File: config.mk
export PLATFORM = sky130hd
export DESIGN_NAME = gmii_rx_deframer
export DESIGN_NICKNAME = d
export VERILOG_FILES = /design/src/rtl/lmac_gmii_pkg.sv /design/src/rtl/crc32_d8.sv /design/src/rtl/gmii_rx_deframer.sv
export SDC_FILE = /design/constraint.sdc
export NUM_CORES = 1
export LEC_CHECK = 0
export CAP_MARGIN = 10
export CORE_MARGIN = 8
export CORE_UTILIZATION = 56
export CTS_BUF_LIST = sky130_fd_sc_hd__clkbuf_8
export CTS_CLUSTER_SIZE = 25
export DETAILED_ROUTE_END_ITERATION = 10
export PLACE_DENSITY = 0.8
export RECOVER_POWER = 100
export SYNTH_ARGS = -nofsm -noshare
export SYNTH_HDL_FRONTEND = slang
export SYNTH_SLANG_ARGS = --single-unit
File: constraint.sdc
create_clock -name lclk -period 11.5 [get_ports lclk]
set_input_delay 2.875 -clock lclk [delete_from_list [all_inputs] [get_ports lclk]]
set_output_delay 2.875 -clock lclk [all_outputs]
set_load 0.03 [all_outputs]
File: src/rtl/lmac_gmii_pkg.sv
// Shared constants and types for the GMII receive path: FSM states,
// preamble/SFD codes, CRC-32 parameters and default frame-size limits.
package lmac_gmii_pkg;

    typedef enum logic [1:0] {
        IDLE = 2'd0,
        PRE  = 2'd1,
        DATA = 2'd2,
        DROP = 2'd3
    } state_t;

    localparam logic [7:0]  PREAMBLE    = 8'h55;
    localparam logic [7:0]  SFD         = 8'hD5;

    // Reflected CRC-32; running the register over data plus FCS leaves the residue.
    localparam logic [31:0] CRC_INIT    = 32'hFFFF_FFFF;
    localparam logic [31:0] CRC_POLY    = 32'hEDB8_8320;
    localparam logic [31:0] CRC_RESIDUE = 32'hDEBB_20E3;

    localparam int DEF_MIN_FRAME = 64;
    localparam int DEF_MAX_FRAME = 1518;

endpackage

File: src/rtl/crc32_d8.sv
// Combinational next-state of the reflected CRC-32 register for one input byte,
// least significant bit first.
module crc32_d8
    import lmac_gmii_pkg::*;
(
    input  logic [31:0] crc_in,
    input  logic [7:0]  data,
    output logic [31:0] crc_out
);

    logic [31:0] c;

    always_comb begin
        c = crc_in ^ {24'd0, data};
        for (int i = 0; i < 8; i++) begin
            c = c[0] ? ((c >> 1) ^ CRC_POLY) : (c >> 1);
        end
        crc_out = c;
    end

endmodule

File: src/rtl/gmii_rx_deframer.sv
// GMII receive deframer: strips preamble/SFD, packs frame bytes into 64-bit
// words, checks FCS, length and rx_er, and keeps saturating frame statistics.
module gmii_rx_deframer
    import lmac_gmii_pkg::*;
#(
    parameter int MIN_FRAME = DEF_MIN_FRAME,
    parameter int MAX_FRAME = DEF_MAX_FRAME
) (
    input  logic        lclk,
    input  logic        rst,
    input  logic [7:0]  gmii_rxd,
    input  logic        gmii_rx_dv,
    input  logic        gmii_rx_er,
    input  logic        rx_full,
    output logic        rx_wr,
    output logic [63:0] rx_data,
    output logic [7:0]  rx_keep,
    output logic        rx_last,
    output logic        rx_err,
    output logic [15:0] frame_cnt,
    output logic [15:0] err_cnt,
    output logic [15:0] drop_cnt
);

    localparam logic [10:0] MIN_L = 11'(MIN_FRAME);
    localparam logic [10:0] MAX_L = 11'(MAX_FRAME);

    state_t      state;
    logic        armed;
    logic [63:0] wbuf;
    logic [3:0]  wcnt;
    logic [10:0] len;
    logic [31:0] crc;
    logic        er_seen;

    logic [31:0] crc_nxt;
    logic [63:0] wbuf_ins;
    logic [10:0] len_inc;
    logic        frame_bad;

    function automatic logic [15:0] sat_inc(input logic [15:0] v);
        return (v == 16'hFFFF) ? v : v + 16'd1;
    endfunction

    function automatic logic [7:0] keep_mask(input logic [3:0] n);
        logic [8:0] m;
        m = (9'd1 << n) - 9'd1;
        return m[7:0];
    endfunction

    crc32_d8 u_crc (
        .crc_in  (crc),
        .data    (gmii_rxd),
        .crc_out (crc_nxt)
    );

    // A full word (wcnt==8) is held until the next byte shows it is not the last one.
    always_comb begin
        wbuf_ins = wcnt[3] ? 64'd0 : wbuf;
        wbuf_ins[{wcnt[2:0], 3'b000} +: 8] = gmii_rxd;
    end

    assign len_inc   = (len == 11'h7FF) ? len : len + 11'd1;
    assign frame_bad = er_seen || (len < MIN_L) || (crc != CRC_RESIDUE);

    always_ff @(posedge lclk or posedge rst) begin
        if (rst) begin
            state     <= IDLE;
            armed     <= 1'b0;
            wbuf      <= 64'd0;
            wcnt      <= 4'd0;
            len       <= 11'd0;
            crc       <= CRC_INIT;
            er_seen   <= 1'b0;
            rx_wr     <= 1'b0;
            rx_data   <= 64'd0;
            rx_keep   <= 8'd0;
            rx_last   <= 1'b0;
            rx_err    <= 1'b0;
            frame_cnt <= 16'd0;
            err_cnt   <= 16'd0;
            drop_cnt  <= 16'd0;
        end else begin
            rx_wr   <= 1'b0;
            rx_last <= 1'b0;
            rx_err  <= 1'b0;
            // A frame already in flight at reset release is skipped until the line idles.
            if (!gmii_rx_dv) armed <= 1'b1;

            case (state)
                IDLE: begin
                    if (armed && gmii_rx_dv) begin
                        if (gmii_rx_er) begin
                            state    <= DROP;
                            drop_cnt <= sat_inc(drop_cnt);
                        end else if (gmii_rxd == PREAMBLE) begin
                            state <= PRE;
                        end else begin
                            state <= DROP;
                        end
                    end
                end

                PRE: begin
                    if (!gmii_rx_dv) begin
                        state <= IDLE;
                    end else if (gmii_rx_er) begin
                        state    <= DROP;
                        drop_cnt <= sat_inc(drop_cnt);
                    end else if (gmii_rxd == SFD) begin
                        if (rx_full) begin
                            state    <= DROP;
                            drop_cnt <= sat_inc(drop_cnt);
                        end else begin
                            state   <= DATA;
                            crc     <= CRC_INIT;
                            len     <= 11'd0;
                            wcnt    <= 4'd0;
                            wbuf    <= 64'd0;
                            er_seen <= 1'b0;
                        end
                    end else if (gmii_rxd != PREAMBLE) begin
                        state    <= DROP;
                        drop_cnt <= sat_inc(drop_cnt);
                    end
                end

                DATA: begin
                    if (gmii_rx_dv) begin
                        crc     <= crc_nxt;
                        len     <= len_inc;
                        er_seen <= er_seen | gmii_rx_er;
                        wbuf    <= wbuf_ins;
                        wcnt    <= wcnt[3] ? 4'd1 : wcnt + 4'd1;
                        if (len == MAX_L) begin
                            // Oversize: close the frame on the offending byte and discard the rest.
                            rx_wr   <= 1'b1;
                            rx_last <= 1'b1;
                            rx_err  <= 1'b1;
                            err_cnt <= sat_inc(err_cnt);
                            state   <= DROP;
                            if (wcnt[3]) begin
                                rx_data <= wbuf;
                                rx_keep <= 8'hFF;
                            end else begin
                                rx_data <= wbuf_ins;
                                rx_keep <= keep_mask(wcnt + 4'd1);
                            end
                        end else if (wcnt[3]) begin
                            rx_wr   <= 1'b1;
                            rx_data <= wbuf;
                            rx_keep <= 8'hFF;
                        end
                    end else begin
                        rx_wr   <= 1'b1;
                        rx_last <= 1'b1;
                        rx_err  <= frame_bad;
                        rx_data <= wbuf;
                        rx_keep <= keep_mask(wcnt);
                        state   <= IDLE;
                        if (frame_bad) err_cnt   <= sat_inc(err_cnt);
                        else           frame_cnt <= sat_inc(frame_cnt);
                    end
                end

                DROP: begin
                    if (!gmii_rx_dv) state <= IDLE;
                end

                default: state <= IDLE;
            endcase
        end
    end

endmodule

# --- After elaboration in Yosys (flattened, before gate mapping) ---
# Index checks and enable logic that the tools add are counted.
# W data, S select, Z words.
totals:
  regBits: 238
  in_bits: 13
  out_inout_bits: 123
  wordCells: 166
classes:
  addsub: 8
  magnitude_cmp: 1
  n_eq_ne: 27
  n_shift: 4
  muxes: 84
  bitwise: 13
  n_reduce_logical: 14
ops:
  columns: ["op", "n"]
  rows:
  - ["$mux W64", 10]
  - ["$mux W32", 13]
  - ["$mux W16", 12]
  - ["$pmux W64 S2", 1]
  - ["$not A13 Y14", 8]
  - ["$mux W11", 6]
  - ["$bwmux W64", 1]
  - ["$pmux W32 S2", 1]
  - ["$shift A8 B8 Y64 const A", 1]
  - ["$shiftx A8 B8 Y64", 1]
  - ["$add A16 B1 Y16 const B", 3]
  - ["$eq A16 B16 Y1 const B", 3]
  - ["$mux W8", 4]
  - ["$ne A32 B32 Y1 const B", 1]
  - ["$pmux W16 S2", 1]
  - ["$xor A32 B8 Y32", 1]
  - ["$mux W4", 6]
  - ["$eq A11 B11 Y1 const B", 2]
  - ["$pmux W11 S2", 1]
  - ["$mux W2", 10]
  - ["$ne A2 B2 Y1 const B", 9]
  - ["$shl A1 B4 Y8 const A", 2]
  - ["$sub A8 B1 Y8 const B", 2]
  - ["$mux W1", 15]
  - ["other kinds (28)", 37]

# --- Logic depth before layout (Yosys ltp) ---
# Gate-level depths: netlist of run 1.
depth:
  ltp_word: 19
  depth_mapped: 11
  mapped_depth_nobuf: 10

# --- Modules after synthesis ---
# Synthesis of run 1 repeated with hierarchy kept, for this count alone.
unflattened:
  cells_unflattened: 1094
  area_unflattened_um2: 11712.5
modules_own_cells:
  columns: ["module", "instances", "cells_each", "area_each_um2", "seq_area_each_um2"]
  rows:
  - ["gmii_rx_deframer", 1, 1021, 10872.9, 5995.8]
  - ["crc32_d8", 1, 73, 839.6, 0.0]

# --- Worst setup path after synthesis of run 1 ---
# OpenSTA, ideal clock, no wires.
synth_timing:
  kind: "input to register"
  start: "input gmii_rxd[3]"
  end: "register drop_cnt[1]"
  setup_ns: 0.125
  arrival_time_ns: 4.639
  required_ns: 11.375
  setup_slack_ns: 6.736
  path_stages: 5
  n_path_buf: 1
  cell_sequence: "buf_2 > or4b_4 > or4_1 > nand4_1 > mux2_2"
synth_between:
  elab_chain_cells: 5
  word_cells_on_any_way: 9
  cone_classes: "eq/ne (4); mux (4); reduce/logical (1)"
synth_rtl:
  columns: ["element", "line_no", "source"]
  rows:
  - ["from (decl)", "gmii_rx_deframer.sv:11", "input logic [7:0] gmii_rxd,"]
  - ["$eq A8 B8 Y1", "gmii_rx_deframer.sv:110", "end else if (gmii_rxd == SFD) begin"]
  - ["$mux W16", "gmii_rx_deframer.sv:110", null]
  - ["$mux W16", "gmii_rx_deframer.sv:107", "end else if (gmii_rx_er) begin"]
  - ["$mux W16", "gmii_rx_deframer.sv:105", "if (!gmii_rx_dv) begin"]
  - ["$pmux W16 S2", "gmii_rx_deframer.sv:90", "case (state)"]
  - ["to (signal assigned)", "gmii_rx_deframer.sv:95", "drop_cnt <= sat_inc(drop_cnt);"]
  - ["to (signal assigned)", "gmii_rx_deframer.sv:109", "drop_cnt <= sat_inc(drop_cnt);"]
  - ["to (signal assigned)", "gmii_rx_deframer.sv:113", "drop_cnt <= sat_inc(drop_cnt);"]
  - ["to (decl)", "gmii_rx_deframer.sv:22", "output logic [15:0] drop_cnt"]
# Parallel ways exist; a longest one is shown, timed or not. The select of a mux whose other input is x is not followed.
# A chain may end at the register's enable or synchronous reset.

# --- Final worst setup path of run 1 ---
layout_timing:
  start: "input gmii_rxd[0]"
  end: "register wbuf[10]"
layout_between:
  elab_chain_cells: 4
  word_cells_on_any_way: 7
  cone_classes: "eq/ne (2); shift (1); mux (3); reduce/logical (1)"
layout_rtl:
  columns: ["element", "line_no", "source"]
  rows:
  - ["$shiftx A8 B8 Y64", "gmii_rx_deframer.sv:60", "wbuf_ins[{wcnt[2:0], 3'b000} +: 8] = gmii_rxd;"]
  - ["$bwmux W64", "gmii_rx_deframer.sv:60", null]
  - ["$mux W64", "gmii_rx_deframer.sv:129", "if (gmii_rx_dv) begin"]
  - ["$pmux W64 S2", "gmii_rx_deframer.sv:90", null]
  - ["to (signal assigned)", "gmii_rx_deframer.sv:133", "wbuf <= wbuf_ins;"]
  - ["to (decl)", "gmii_rx_deframer.sv:30", "logic [63:0] wbuf;"]
# Parallel ways exist; a longest one is shown, timed or not. The select of a mux whose other input is x is not followed.

==> results.cfg, run 1 <==
[route]
drtIter0Drc = 603
vias = 8830
dr.pass1.iters = 5
drt_drc_violations_left = 0
routed_wl_um = 28400
viasPerCell = 5.84
antenna_left = 0
wire_per_inst_um = 18.8

[logic_synthesis]
netlist_area_um2 = 11500
ys_ff_latch = 238
synth_edf_count = 0
syn-num-nets = 1119
synthTopCellsByArea = dfrtp_1 45%, dfstp_2 7.3%, xnor2_1 5.9%, a22o_1 4.9%, nor2_1 4.6%
syn_avg_cell_area_um2 = 10.6
synth_warnings = 0
yosysTopAreaCellShare = 0.448
ys_types = 67
synthCells = 1088
seq_area_frac_synth = 0.521
async_reset_ff_frac = 1.00
ys.flop_type = dfrtp_1
synth_top_area_cell = dfrtp_1

[placed_design]
portBuffers = 135
dp_hpwl_um = 19000
globalplace.congestion = 0.881
place_ws_ns = 5.15
numPlacedInstances = 1439

[setup_path]
crit_path_top_delay_cell = clkbuf_1
cp_max_fo = 53
cp_data_required_time_ns = 11.91
path_class = input pin to flop
cp_slowest_stage_delay_ns = 1.72
r2r_cells = 7
critPathLaunchType = input pin
path_cells = dlygate4sd3_1 -> or4b_1 -> nor4b_1 -> a31o_2 -> clkbuf_1 -> o21ai_0 -> a22o_1
rrSetupSlack_ns = 6.86
regToRegEndpoint = wbuf[10]$_DFFE_PP0P_
r2r_start = state[0]$_DFFE_PP0P_
worstPathArrival_ns = 8.56
endpoint_kind = flop

[global_routing]
grt_pass1_vias = 8789
grt_use_total = 0.224
grt_first_pass_wirelength_um = 47200
antenna_found_initial = 1
grt_overflow = 0
grt_max_degree = 111

[sta]
tightest_slew_ns = 4.68
max_freq_mhz = 123
grt_setup_unrepaired = false
relSlewSlack = -2.14
maxSlewViolCount = 237
fin_crit_ns = 8.15
clock_skew_ns = 0.0131
fin_ws_ns = 3.35
period_share = 0.708
hold_violations = 0
setup_violations = 0
setup_tns_ns = 0

[die]
dieArea_um2 = 25400
num_rows = 52
core_area_um2 = 20200
die_y_um = 159
dieWidth_um = 159
initial_utilization = 0.569
io_pins = 136

[cells_and_area]
area_growth_pct = 18.9
layout_commonest_cell = dfrtp_1
final_util = 0.677
layoutNonFillerInstCount = 1511
final_cell_mix = 206 x dfrtp_1, 141 x nor2_1, 126 x dlygate4sd3_1
drive_gt1_frac = 0.0879
nNetsFinal = 1243

[cts]
postCtsHoldBufs = 0
h-tree-depth = 2
post_cts_buffers = 0
root_buffer = clkbuf_8
clock_latency_ns = 0.54
numClockSinks = 238
ctsLongestPathBuffers = 3
cts_tree = built
cts_resized = 0
clkTransAtPathRegs_ns = 0.06
cts_buffers = 40

[outcome]
status = complete, but fails checks
violations = max-capacitance violations, max-slew violations

[power_and_ir_drop]
p_comb_frac = 0.412
switchingPower_mw = 1.29
power_frac_seq = 0.371
p_clk_frac = 0.216
intPower_mw = 2.02
powerDensity_nw_per_um2 = 242
ir_drop_mv = 0.189
finalPower_mw = 3.31
leakagePower_nw = 6.16
sw_frac_of_total = 0.390

[worst_hold_path]
hold_depth = 2
hp-start = rx_data[33]$_DFFE_PP0P_
holdPathEnd = rx_data[33]$_DFFE_PP0P_
hp-class = flop to flop

[job]
maxCapViolCount = 4
-- critical path, delay by kind of cell --
family | cells | cell delay [ns]
and+or+nand+nor | 2 | 1.10
AOI/OAI and AO/OA | 3 | 1.63
buffers and inverters | 2 | 2.90
-- power groups by stage --
stage	clock, mW	combinational, mW	sequential (mW)
2_1_floorplan	0	0.886	1.36
3_3_place_gp	0	1.36	1.24
3_5_place_dp	0	1.39	1.24
4_1_cts	0.732	1.40	1.23
5_1_grt	0.773	1.49	1.26
6_report	0.717	1.37	1.23
-- routing by layer --
| layer | global-route usage | wire length (µm) |
|---|---|---|
| met5 | 0 | 8 |
| met1 | 0.299 | 12200 |
| met3 | 0.0450 | 1880 |
| met2 | 0.361 | 13500 |
| met4 | 0.0772 | 760 |
-- cells by family after synthesis --
| kind of cell | after synthesis | synth area share |
|---|---|---|
| compound gates | 226 | 0.140 |
| xor+xnor | 131 | 0.105 |
| fa+ha+maj | 18 | 0.0196 |
| buf+inv | 82 | 0.0310 |
| flops | 238 | 0.521 |
| mux | 35 | 0.0308 |
| simple gates | 358 | 0.153 |
-- cell usage after synthesis (12+ instances only) --
| master | n |
|---|---|
| a21oi_1 | 33 |
| a221oi_1 | 32 |
| a22o_1 | 64 |
| clkbuf_1 | 39 |
| dfrtp_1 | 206 |
| dfstp_2 | 32 |
| ha_1 | 18 |
| inv_1 | 19 |
| mux2i_1 | 32 |
| nand2_1 | 80 |
| nand3_1 | 27 |
| nand4_1 | 25 |
| nor2_1 | 140 |
| nor3_1 | 18 |
| o21ai_0 | 45 |
| o21ai_1 | 12 |
| xnor2_1 | 78 |
| xor2_1 | 47 |
-- sequential cells by signal, summed over array words and instances, names as in the netlist, 2 cells and up --
name / flops
rx_data: 64
err_cnt: 16
wcnt: 4
rx_keep: 8
drop_cnt: 16
wbuf: 64
len: 11
crc: 32
state: 2
frame_cnt: 16
-- how the worst max path moves through the flow --
stage / from / to / slack (ns) / cells past startpoint
6_report: gmii_rxd[0] / wbuf[10]$_DFFE_PP0P_ / 3.35 / 7
5_1_grt: gmii_rxd[0] / wbuf[11]$_DFFE_PP0P_ / 3.06 / 7
4_1_cts: gmii_rxd[0] / wbuf[10]$_DFFE_PP0P_ / 5.71 / 7
3_5_place_dp: gmii_rxd[0] / wbuf[9]$_DFFE_PP0P_ / 5.15 / 7
3_3_place_gp: gmii_rxd[0] / wbuf[22]$_DFFE_PP0P_ / 5.22 / 7
2_1_floorplan: rst / armed$_DFFE_PP0N_ / 2.15 / 1
-- final cells by class --
| class | count | area (µm²) |
|---|---|---|
| timing repair buffer | 144 | 1410 |
| inverter | 20 | 76.3 |
| clock inverter | 25 | 140 |
| sequential | 238 | 6000 |
| multi-input combinational | 768 | 5120 |
| clock buffer | 45 | 619 |
| antenna | 1 | 2.50 |
| tap | 270 | 338 |
| fill | 1516 | 6540 |
-- per-stage QoR --
step | hold slack (ns) | area [µm²]
after floorplan | 0.458 | 11500
after global placement | 0.460 | 13000
after detailed placement | 0.470 | 13000
after CTS | 0.483 | 13800
after global routing | 0.491 | 13700
final | 0.470 | 13700
Power figures use the tool's default switching activity.
==> run 2: changes to the inputs <==
--- a/config.mk
+++ b/config.mk
@@ -7,11 +7,11 @@
 export LEC_CHECK = 0
 export CAP_MARGIN = 10
 export CORE_MARGIN = 8
-export CORE_UTILIZATION = 56
+export CORE_UTILIZATION = 53
 export CTS_BUF_LIST = sky130_fd_sc_hd__clkbuf_8
 export CTS_CLUSTER_SIZE = 25
 export DETAILED_ROUTE_END_ITERATION = 10
-export PLACE_DENSITY = 0.8
+export PLACE_DENSITY = 0.79
 export RECOVER_POWER = 100
 export SYNTH_ARGS = -nofsm -noshare
 export SYNTH_HDL_FRONTEND = slang
==> constraint.sdc (replaced) <==
create_clock -name lclk -period 6.8 [get_ports lclk]
set_input_delay 1.7 -clock lclk [delete_from_list [all_inputs] [get_ports lclk]]
set_output_delay 1.7 -clock lclk [all_outputs]
set_load 0.03 [all_outputs]
==> run 2 against run 1 <==
Compared with the run above: the flow still finishes with violations (max-capacitance violations, max-slew violations); utilization is 3.7 points lower; cell area is 0.75% higher; global-route usage is 1.3 points lower; highest routed layer unchanged; largest cell class unchanged.
==> results.cfg, run 2 (synthesis results as in run 1) <==
[cts]
post_cts_buffers = 0
clkTransAtPathRegs_ns = 0.06
cts_tree = built
cts_resized = 0
clock_latency_ns = 0.53
h-tree-depth = 2
ctsLongestPathBuffers = 3
root_buffer = clkbuf_8
numClockSinks = 238
cts_buffers = 39
postCtsHoldBufs = 0

[die]
initial_utilization = 0.534
dieArea_um2 = 26700
io_pins = 136
num_rows = 54
dieWidth_um = 163
core_area_um2 = 21600
die_y_um = 163

[power_and_ir_drop]
powerDensity_nw_per_um2 = 412
finalPower_mw = 5.69
leakagePower_nw = 6.20
ir_drop_mv = 0.259

[setup_path]
cp_max_fo = 35
cp_data_required_time_ns = 7.21
worstPathArrival_ns = 5.70
regToRegEndpoint = rx_keep[3]$_DFFE_PP0P_
rrSetupSlack_ns = 2.63
endpoint_kind = flop
r2r_start = len[0]$_DFFE_PP0P_
path_class = input pin to flop
critPathLaunch = gmii_rxd[1]
r2r_cells = 9
critPathLaunchType = input pin

[route]
routed_wl_um = 28200
viasPerCell = 5.77
drtIter0Drc = 684
antenna_left = 0
vias = 8802
drt_drc_violations_left = 0
dr.pass1.iters = 7
wire_per_inst_um = 18.5

[placed_design]
globalplace.congestion = 0.914
place_area_um2 = 13000
place_ws_ns = 1.60
dp_hpwl_um = 19100
portBuffers = 135

[cells_and_area]
layout_commonest_cell = dfrtp_1
final_cell_mix = 206 x dfrtp_1, 140 x nor2_1, 127 x dlygate4sd3_1
nNetsFinal = 1246
drive_gt1_frac = 0.0957
largest_registers = rx_data: 64 flops, wbuf: 64 flops, crc: 32 flops
fin_area_um2 = 13800
nFillCells = 1683
area_growth_pct = 19.8

[sta]
setup_tns_ns = 0
grt_setup_unrepaired = false
relSlewSlack = -1.09
fin_ws_ns = 1.50
hold_violations = 0
fin_crit_ns = 5.30
setup_violations = 0
period_share = 0.779
max_freq_mhz = 189
clock_skew_ns = 0.00960
tightest_slew_ns = 3.13
maxSlewViolCount = 235

[outcome]
violations = max-capacitance violations, max-slew violations
status = complete, but fails checks

[global_routing]
grt_first_pass_wirelength_um = 45900
grt_overflow = 0
grt_pass1_vias = 8654
antenna_found_initial = 3
grt_max_degree = 119
grt_use_total = 0.212

[job]
maxCapViolCount = 4

[worst_hold_path]
hp-class = flop to flop
hold_depth = 1
holdPathEnd = rx_data[62]$_DFFE_PP0P_
hp-start = rx_data[62]$_DFFE_PP0P_
## run 2: changes by cell type in the layout (fill, tap and decap cells not counted), moves of 2 or more
cell,change
clkbuf_1,+2
clkbuf_8,+6
clkinv_2,+4
inv_1,-8
inv_6,-3
o21ai_0,-8
o21ai_1,+8
## run 2: how the worst max path moves through the flow
stage                                   to  slack, ns  depth (start not counted)
detailed placement     wbuf[7]$_DFFE_PP0P_       1.60                          6
CTS                    wbuf[7]$_DFFE_PP0P_       2.17                          6
floorplan                armed$_DFFE_PP0N_       2.01                          1
global route        rx_keep[5]$_DFFE_PP0P_       0.96                          3
finish                 wbuf[7]$_DFFE_PP0P_       1.50                          6
global placement       wbuf[3]$_DFFE_PP0P_       1.69                          6
## run 2: through the flow
| step | instances | utilization | hold slack (ns) |
|---|---|---|---|
| 2_1_floorplan | 1088 | - | 0.458 |
| 3_3_place_gp | 1453 | 0.605 | 0.461 |
| 3_5_place_dp | 1453 | 0.605 | 0.467 |
| 4_1_cts | 1523 | 0.643 | 0.481 |
| 5_1_grt | 1525 | 0.640 | 0.486 |
| 6_report | 1525 | 0.640 | 0.468 |
## run 2: critical path, cell delays in order
cell and delay, ns:
dlygate4sd3_1 0.86, or4b_1 0.67, nor4b_1 0.50, a31o_1 1.12, o21ai_1 0.51, a22o_1 0.32
## run 2: final cells by class
class                   count  area (µm²)  share of cell area
flip-flops and latches    238        6000               0.435
multi-input cells         768        5130               0.372
repair buffers            148        1430               0.103
clock buffers              51         702              0.0509
well taps                 280         350              0.0254
clock inverters            19         111             0.00807
inverters                  20        76.3             0.00553
diodes                      1        2.50            0.000181
## run 2: metal layers
metal / track usage / wire length, µm
met1: 0.280 / 12100
met2: 0.344 / 13300
met3: 0.0439 / 2040
met4: 0.0659 / 727
met5: 0 / 22
## run 2: where the power goes
part	switching, mW	total (mW)	internal [mW]
Clock	0.563	1.27	0.711
Combinational	1.37	2.33	0.962
Sequential	0.272	2.08	1.81
==> run 3: changes to the inputs <==
--- a/config.mk
+++ b/config.mk
@@ -7,11 +7,11 @@
 export LEC_CHECK = 0
 export CAP_MARGIN = 10
 export CORE_MARGIN = 8
-export CORE_UTILIZATION = 53
+export CORE_UTILIZATION = 56
 export CTS_BUF_LIST = sky130_fd_sc_hd__clkbuf_8
 export CTS_CLUSTER_SIZE = 25
 export DETAILED_ROUTE_END_ITERATION = 10
-export PLACE_DENSITY = 0.79
+export PLACE_DENSITY = 0.8
 export RECOVER_POWER = 100
 export SYNTH_ARGS = -nofsm -noshare
 export SYNTH_HDL_FRONTEND = slang
==> constraint.sdc (replaced) <==
create_clock -name lclk -period 5.04 [get_ports lclk]
set_input_delay 1.26 -clock lclk [delete_from_list [all_inputs] [get_ports lclk]]
set_output_delay 1.26 -clock lclk [all_outputs]
set_load 0.03 [all_outputs]
==> run 3 against run 2 <==
Compared with the run above: the flow still finishes with violations (max-capacitance violations, max-slew violations); global-route usage grew 1.0 points; critical endpoint is now rx_data[62]$_DFFE_PP0P_; sequential cell count stayed put; sequential share of layout area shrank 0.44 points.
==> results.cfg, run 3 (synthesis results as in run 1) <==
[outcome]
status = complete, but fails checks
violations = max-capacitance violations, max-slew violations

[sta]
fin_crit_ns = 4.21
fin_ws_ns = 0.829
setup_violations = 0
hold_violations = 0
grt_setup_unrepaired = false
period_share = 0.835
clock_skew_ns = 0.0152
tightest_slew_ns = 2.22
hold_slack_ns = 0.468
maxSlewViolCount = 285
setup_tns_ns = 0
max_freq_mhz = 237
relSlewSlack = -0.480

[placed_design]
portBuffers = 135
place_ws_ns = 0.866
globalplace.congestion = 0.907
place_area_um2 = 13100
dp_hpwl_um = 19300
numPlacedInstances = 1450

[cells_and_area]
nNetsFinal = 1253
final_cell_mix = 206 x dfrtp_1, 140 x nor2_1, 126 x dlygate4sd3_1
final_util = 0.689
nFillCells = 1522
largest_registers = rx_data: 64 flops, wbuf: 64 flops, crc: 32 flops
seqCellArea_um2 = 6000
multi_input_area_um2 = 5150
layout_commonest_cell = dfrtp_1
area_growth_pct = 21.1
fin_area_um2 = 13900
layoutNonFillerInstCount = 1523
drive_gt1_frac = 0.106

[cts]
post_cts_buffers = 0
cts_resized = 0
root_buffer = clkbuf_8
cts_buffers = 40
h-tree-depth = 2
ctsLongestPathBuffers = 3
clock_latency_ns = 0.54
clkTransAtPathRegs_ns = 0.06
postCtsHoldBufs = 0
numClockSinks = 238
cts_tree = built

[die]
dieArea_um2 = 25400
initial_utilization = 0.569
core_area_um2 = 20200
num_rows = 52
io_pins = 136
die_y_um = 159
dieWidth_um = 159

[global_routing]
met2_usage = 0.370
grt_pass1_vias = 8962
antenna_found_initial = 1
grt_max_degree = 108
grt_util_met1 = 0.282
grt_overflow = 0
grt_use_total = 0.222
use_met3 = 0.0486
top_usage_layer = met2
grt_first_pass_wirelength_um = 47000

[setup_path]
rrSetupSlack_ns = 1.49
crit_path_top_delay_cell = clkbuf_2
worstPathArrival_ns = 4.62
path_class = input pin to flop
cp_max_fo = 107
endpoint_kind = flop
crit_top_cell = nand2_1
cp_data_required_time_ns = 5.45
cp_slowest_stage_delay_ns = 1.39
critPathLaunchType = input pin
path_cells = dlygate4sd3_1 -> inv_1 -> nor2_1 -> nand2_1 -> nand2_1 -> clkbuf_2 -> a211oi_1 -> a21o_1

[job]
maxCapViolCount = 3

[power_and_ir_drop]
leakagePower_nw = 6.28
finalPower_mw = 7.77
ir_drop_mv = 0.397
powerDensity_nw_per_um2 = 558

[route]
drtIter0Drc = 659
antenna_left = 0
viasPerCell = 5.92
wire_per_inst_um = 18.7
routed_wl_um = 28500
drt_drc_violations_left = 0
vias = 9011
dr.pass1.iters = 5

[worst_hold_path]
hp-class = flop to flop
## run 3: changes by cell type in the layout (fill, tap and decap cells not counted), sizes merged
cell           previous run  this run
inv                      28        30
buf                       6        16
clkbuf                   58        60
clkdlybuf4s50             8         9
dlygate4sd3             127       126
clkinv                    8         3
clkinvlp                  2         1
## run 3: where the power goes
group | leakage [nW] | switching [mW] | internal [mW] | total, mW
Combinational | 2.74 | 1.83 | 1.31 | 3.14
Clock | 0.493 | 0.768 | 1.05 | 1.82
Sequential | 3.05 | 0.376 | 2.44 | 2.81
Total | 6.28 | 2.98 | 4.80 | 7.77
## run 3: worst paths after layout
path	start	end	cells past startpoint
max	gmii_rx_dv	rx_data[62]$_DFFE_PP0P_	8
min	rx_keep[2]$_DFFE_PP0P_	rx_keep[2]$_DFFE_PP0P_	2
max reg2reg	len[0]$_DFFE_PP0P_	rx_data[60]$_DFFE_PP0P_	9
min reg2reg	rx_keep[2]$_DFFE_PP0P_	rx_keep[2]$_DFFE_PP0P_	2
max in group asynchronous	rst	drop_cnt[13]$_DFFE_PP0P_	3
min in group asynchronous	rst	rx_data[16]$_DFFE_PP0P_	2
## run 3: cell type report
class / instances / area share
clock buffers: 57 / 0.0563
repair buffers: 154 / 0.108
multi-input cells: 768 / 0.370
diodes: 1 / 0.000180
flip-flops and latches: 238 / 0.430
well taps: 270 / 0.0242
clock inverters: 15 / 0.00655
inverters: 20 / 0.00548
## run 3: worst max-delay path: cells and delay by family
kind / cells / cell delay (ns)
buf+inv: 3 / 2.40
simple gates: 3 / 0.37
compound gates: 2 / 0.50
## run 3: routing by layer
layer / wire, µm / vias to the layer above / share of wire
met5: 0 / - / 0
met4: 735 / 0 / 0.026
met3: 1800 / 71 / 0.063
met2: 13900 / 342 / 0.49
met1: 12100 / 4461 / 0.42
li1: - / 4137 / -
